`src/rtl/z80_ld_r_hl_exec.sv`:
```
// Executes the Z80 "LD r,(HL)" instruction: fetch opcode, decode, read (HL), write back r.
// Anything that is not LD r,(HL) (HALT included) retires at once, flagged illegal.
module z80_ld_r_hl_exec (
  input  logic        clk,
  input  logic        reset_n,
  input  logic        start,
  input  logic [15:0] pc_in,
  input  logic [15:0] hl,
  output logic        mem_req,
  output logic [15:0] mem_addr,
  input  logic        mem_ack,
  input  logic [7:0]  mem_rdata,
  output logic        reg_wr,
  output logic [2:0]  reg_wnum,
  output logic [7:0]  reg_wdata,
  output logic        busy,
  output logic        done,
  output logic        illegal,
  output logic [7:0]  ret_insn,
  output logic [15:0] ret_mem_addr,
  output logic [7:0]  ret_mem_rdata,
  output logic [15:0] ret_pc_wdata
);

  typedef enum logic [2:0] {
    S_IDLE,
    S_FETCH,
    S_DECODE,
    S_READ,
    S_WB
  } state_t;

  state_t      state_q, state_d;
  logic [15:0] pc_q, pc_d;
  logic [7:0]  insn_q, insn_d;
  logic [15:0] hl_q, hl_d;
  logic [7:0]  data_q, data_d;

  logic        legal;
  logic [15:0] pc_inc;

  // LD r,(HL) is 01rrr110; rrr=110 would be 0x76 (HALT), which is not a load.
  assign legal  = (insn_q[7:6] == 2'b01) && (insn_q[2:0] == 3'b110) &&
                  (insn_q[5:3] != 3'b110);
  assign pc_inc = pc_q + 16'd1;

  // NOTE: sequential state uses non-blocking assignments so every register
  // samples the values from before the edge, independent of statement order.
  always_ff @(posedge clk or negedge reset_n) begin
    if (!reset_n) begin
      state_q <= S_IDLE;
      pc_q    <= '0;
      insn_q  <= '0;
      hl_q    <= '0;
      data_q  <= '0;
    end else begin
      state_q <= state_d;
      pc_q    <= pc_d;
      insn_q  <= insn_d;
      hl_q    <= hl_d;
      data_q  <= data_d;
    end
  end

  // NOTE: every signal written here gets a default first, so no path through
  // the case statement can leave one unassigned and infer a latch.
  always_comb begin
    state_d       = state_q;
    pc_d          = pc_q;
    insn_d        = insn_q;
    hl_d          = hl_q;
    data_d        = data_q;
    mem_req       = 1'b0;
    mem_addr      = '0;
    reg_wr        = 1'b0;
    reg_wnum      = '0;
    reg_wdata     = '0;
    done          = 1'b0;
    illegal       = 1'b0;
    ret_insn      = '0;
    ret_mem_addr  = '0;
    ret_mem_rdata = '0;
    ret_pc_wdata  = '0;

    unique case (state_q)
      S_IDLE: begin
        if (start) begin
          pc_d    = pc_in;
          state_d = S_FETCH;
        end
      end
      S_FETCH: begin
        mem_req  = 1'b1;
        mem_addr = pc_q;
        if (mem_ack) begin
          insn_d  = mem_rdata;
          state_d = S_DECODE;
        end
      end
      S_DECODE: begin
        if (legal) begin
          hl_d    = hl;
          state_d = S_READ;
        end else begin
          done         = 1'b1;
          illegal      = 1'b1;
          ret_insn     = insn_q;
          ret_pc_wdata = pc_inc;
          state_d      = S_IDLE;
        end
      end
      S_READ: begin
        mem_req  = 1'b1;
        mem_addr = hl_q;
        if (mem_ack) begin
          data_d  = mem_rdata;
          state_d = S_WB;
        end
      end
      S_WB: begin
        reg_wr        = 1'b1;
        reg_wnum      = insn_q[5:3];
        reg_wdata     = data_q;
        done          = 1'b1;
        ret_insn      = insn_q;
        ret_mem_addr  = hl_q;
        ret_mem_rdata = data_q;
        ret_pc_wdata  = pc_inc;
        state_d       = S_IDLE;
      end
      default: state_d = S_IDLE;
    endcase
  end

  assign busy = (state_q != S_IDLE);

endmodule

```
`config.mk`:
```
export PLATFORM = sky130hd
export DESIGN_NAME = z80_ld_r_hl_exec
export DESIGN_NICKNAME = d
export VERILOG_FILES = /design/src/rtl/z80_ld_r_hl_exec.sv
export SDC_FILE = /design/constraint.sdc
export NUM_CORES = 1
export LEC_CHECK = 0
export ABC_CLOCK_PERIOD_IN_PS = 3480
export CAP_MARGIN = 20
export CORE_ASPECT_RATIO = 1.2
export CORE_UTILIZATION = 46
export CTS_CLUSTER_DIAMETER = 60
export CTS_CLUSTER_SIZE = 8
export DETAILED_ROUTE_END_ITERATION = 8
export MAX_ROUTING_LAYER = met4
export PLACE_DENSITY = 0.86
export RECOVER_POWER = 25
export SLEW_MARGIN = 0
export SYNTH_ARGS = -nofsm -noshare
export SYNTH_HDL_FRONTEND = slang
export SYNTH_SLANG_ARGS = --single-unit
export TNS_END_PERCENT = 10
```
`constraint.sdc`:
```
create_clock -name clk -period 3.48 [get_ports clk]
set_clock_uncertainty 0.1 [all_clocks]
set_input_delay 0.348 -clock clk [delete_from_list [all_inputs] [get_ports clk]]
set_output_delay 0.348 -clock clk [all_outputs]
set_load 0.02 [all_outputs]
```
Word level (Yosys, flattened, before mapping)
Cells that the tools add are included.

Flip-flop bits (word level): 51. Bits in latches: 0. RAM bits: 0. ROM bits: 0. Input bits: 44. Output and inout port bits: 80. Memories: 0.

$add $sub $neg: 1. Multipliers: 0. Div/mod/pow operators: 0. Order comparisons: 0. Eq/ne operators: 10. Shift operators: 0. Muxes and demuxes: 18. Bitwise operators: 0. Reductions and logical operators: 10.

Operator list (number): 16-bit case mux with 2 select lines (2); 16-bit 2-to-1 mux (2); 16-bit by 1-bit adder with 16-bit output, second input constant (1); 8-bit 2-to-1 mux (2); 8-bit case mux with 2 select lines (1); 3-bit 2-to-1 mux (4); 3-bit case mux with 4 select lines (1); 2-bit AND reduction (4); 3-bit by 2-bit equality test with 1-bit output, second input constant (2); 3-bit equality test, second input constant (2); 2-bit inequality test, second input constant (3); 1-bit 2-to-1 mux (4); 3-bit by 1-bit equality test with 1-bit output, second input constant (1); 3-bit logical NOT (1); 3-bit inequality test, second input constant (1); 3-bit AND reduction (1); 3-bit nonzero test (1); 2-bit by 1-bit equality test with 1-bit output, second input constant (1); 1-bit logical AND (2); 2-bit 2-to-1 mux (1); 1-bit case mux with 2 select lines (1); 2-bit OR reduction (1).

Logic depth before layout (Yosys ltp)
Word-level depth: 5. Gate-level depth with buffers: 6.

Worst setup path after synthesis
OpenSTA, ideal clock, no wires.

Path type: reg-to-output. Start: register insn_q[3]. End: output port ret_pc_wdata[13]. Arrival: 1.831 ns. Data required time: 3.032 ns. Setup slack: 1.201 ns. Cell stages (with the launch flop): 6. Buffers on the path: 1. Path through: dfrtp_1 -> nand3b_1 -> a311oi_2 -> nor2_1 -> buf_2 -> a21oi_1.

Longest elaborated chain between the ends: 4.

Ends and longest elaborated chain: from (decl) (line 35) `logic [7:0] insn_q, insn_d;`; from (signal assigned) (line 59) `insn_q <= insn_d;`; 3-bit inequality test (line 44) `(insn_q[5:3] != 3'b110);`; 1-bit logical AND (line 43) `assign legal = (insn_q[7:6] == 2'b01) && (insn_q[2:0] == 3'b110) &&`; 16-bit 2-to-1 mux (line 101) `if (legal) begin`; 16-bit case mux with 2 select lines (line 85) `unique case (state_q)`; to (decl) (line 22) `output logic [15:0] ret_pc_wdata`.

Every way passes these cells.

Worst setup path in the final report
Start: register state_q[1]. End: output port ret_pc_wdata[13].

Longest elaborated chain between the ends: 2.

Ends and longest elaborated chain: from (decl) (line 33) `state_t state_q, state_d;`; from (signal assigned) (line 57) `state_q <= state_d;`; 3-bit equality test / 3-bit by 2-bit equality test with 1-bit output (equally long branches) (line 85); 16-bit case mux with 2 select lines * (line 85).

Mark *: on every way between the ends. The rest lies on a longest branch, timed or not.

==> flow_metrics.tcl <==
set metrics [dict create \
    p_leak_nw 1.67 \
    clkTransAtPathRegs_ns 0.10 \
    crit_path_end "ret_pc_wdata[13]" \
    final-max-slew-violation-count 29 \
    grt_max_degree 30 \
    avgSynthCellArea_um2 10.8 \
    syn_nets 316 \
    synth_flop_cell "dfrtp_1" \
    rsz0062_at_grt "false" \
    worst_pin_slew_ns 1.57 \
    tns_ns 0 \
    fp.coreArea_um2 6090 \
    vias_per_cell 5.10 \
    portBuffers 123 \
    power_density_nw_per_um2 801 \
    numCtsBuffers 5 \
    finalCritPeriodShare 0.847 \
    antenna_cells 0 \
    relSlewSlack -0.0471 \
    grt_pass1_wl_um 11600 \
    cts_max_level 2 \
    layout.nets 429 \
    synth_edf_count 0 \
    numClockSinks 51 \
    grt_usage 0.241 \
    critPathKind "flip-flop to output port" \
    synth_top_family_by_area "multiplexers" \
    avgRoutedWirePerCell_um 15.9 \
    synth_top_area_frac 0.437 \
    drc 0 \
    die_w_um 74.7 \
    gp_congestion 0.924 \
    num_rows 31 \
    initial_core_util 0.479 \
    path_cells "nand2b_2 > a311oi_2 > nor2_1 > buf_4 > a21oi_1 > clkdlybuf4s50_1" \
    netlist_area_um2 2920 \
    area_delta_synth_final_pct 45.4 \
    synthXorXnorAreaFrac 0.0420 \
    postCtsSetupRepairBufs 0 \
    antenna_left 0 \
    ys_seq_elements 51 \
    synth_adder_area_share 0.00429 \
    finalSetupViolCount 0 \
    synth_compound_area_frac 0.0171 \
    rr_startpoint "state_q[1]" \
    violations "capacitance limit, slew limit" \
    synth-seq-area-share 0.437 \
    cts-root-buf "clkbuf_8" \
    drive_gt1_frac 0.166 \
    ys_types 42 \
    yosys.area_share.simple 0.211 \
    muxShareOfSynthArea 0.236 \
    grt_pass1_vias 2336 \
    die_area_um2 6670 \
    whs_ns 0.405 \
    hold_buffers 1 \
    total_power_mw 3.40 \
    fp.dieH_um 89.3 \
    synthCells 271 \
    fmax_mhz 339 \
    synth_top_area_cell "dfrtp_1" \
    fillers 486 \
    vias 2383 \
    ys_top_cells_by_count "51 x dfrtp_1, 39 x mux2_2, 32 x nor2_1, 27 x and2_1, 16 x mux2i_1" \
    grt_overflow 0 \
    status "complete, but fails checks" \
    arrival_ns 2.50 \
    clkLatencyLatePin_ns 0.31 \
    rr_endpoint "pc_q[7]" \
    cts_tree "done" \
    cpPeakStageDelay_ns 0.62 \
    hold_path.class "flip-flop to flip-flop" \
    synthTopCellsByArea "dfrtp_1 44%, mux2_2 15%, and2_1 5.8%, mux2i_1 5.5%, nor2_1 4.1%" \
    r2r_slack_ns 1.25 \
    cp-startpoint "state_q[1]" \
    cp.required_ns 3.03 \
    synth.most_common_cell "dfrtp_1" \
    routed_wl_um 7440 \
    r2r_cells 4 \
    fin_crit_ns 2.95 \
    antenna_found_initial 0 \
    final_hold_viol_count 0 \
    cpMaxStageDelayCell "clkdlybuf4s50_1" \
    critPathMaxFanout 17 \
    drt_iter0_markers 186 \
    end_kind "output port" \
    async_reset_ff_frac 1.00 \
    cts_resized 0 \
    maxCapViolations 1 \
    vdd_drop_max_mv 0.493 \
    start_kind "flip-flop" \
    ys_warn_count 0 \
    io-pin-count 124 \
    drt-pass1-iter-count 4 \
    clockBufferDepth 2 \
    dp_hpwl_um 5700 \
]
==> metrics by stage <==
stage,setup WS (ns),std cells,util,area (µm²)
6_report,0.533,467,0.697,4250
5_1_grt,0.367,467,0.697,4250
4_1_cts,0.517,467,0.698,4250
3_5_place_dp,0.866,458,0.681,4150
3_3_place_gp,0.910,458,0.681,4150
2_1_floorplan,1.20,271,-,2920
==> critical path: cells and delay by family, from the launching register on <==
family | cells | cell delay (ns)
flip-flops | 1 | 0.59
buffers and inverters | 2 | 0.85
AO/OA/AOI/OAI | 2 | 0.42
AND/OR/NAND/NOR | 2 | 0.33
==> layout make-up <==
cell class                 count  area, µm²  share of cell area
sequential                    51       1280               0.301
multi-input combinational    193       1500               0.352
inverter                       5       18.8             0.00442
timing repair buffer         128       1260               0.297
clock inverter                 2       17.5             0.00413
tap                           82        103              0.0242
clock buffer                   6       72.6              0.0171
==> logic make-up (layout without fill, tap and decap cells) <==
kind of cell	after synthesis	in the layout
compound gates	7	7
xor+xnor	14	14
fa+ha+maj	1	1
buf+inv	27	141
flops	51	51
mux	63	63
simple gates	108	108
==> power breakdown <==
part	internal (mW)	switching, mW	total [mW]
sequential	0.891	0.342	1.23
combinational	0.946	0.881	1.83
clock	0.145	0.197	0.341
==> registers in the layout, summed over array words and instances (netlist names) <==
name / cells
pc_q: 16
state_q: 3
hl_q: 16
data_q: 8
insn_q: 8
==> cell usage in the layout, fill, tap and decap left out, types with 2 or more instances in the layout <==
cell type	synthesis	layout
and2_1	27	27
buf_4	9	3
clkbuf_1	3	2
clkbuf_8	0	5
clkdlybuf4s50_1	0	122
clkinv_4	0	2
dfrtp_1	51	51
inv_1	4	4
mux2_1	8	8
mux2_2	39	39
mux2i_1	16	16
nand2_1	9	9
nand3_1	5	5
nand4_1	4	4
nor2_1	32	32
nor2_4	2	2
nor2b_1	8	8
nor3_1	4	4
nor4_1	3	3
o21ai_0	3	3
or2_2	2	2
xnor2_1	9	9
xor2_1	5	5
==> metal layers <==
layer	wire, µm	GRT usage
met5	0	-
met3	318	0.0395
met2	3900	0.407
met4	172	0.0806
met1	3040	0.292
==> how the worst min path moves through the flow <==
stage / cells past startpoint / slack (ns) / endpoint / from
floorplan: 0 / -0.05 / data_q[0] / reset_n
global placement: 1 / 0.30 / hl_q[11] / reset_n
detailed placement: 1 / 0.30 / hl_q[9] / reset_n
CTS: 1 / 0.41 / data_q[0] / data_q[0]
global route: 1 / 0.42 / data_q[2] / data_q[2]
finish: 1 / 0.41 / data_q[2] / data_q[2]
Note: power is estimated with default switching activity, not from simulation.
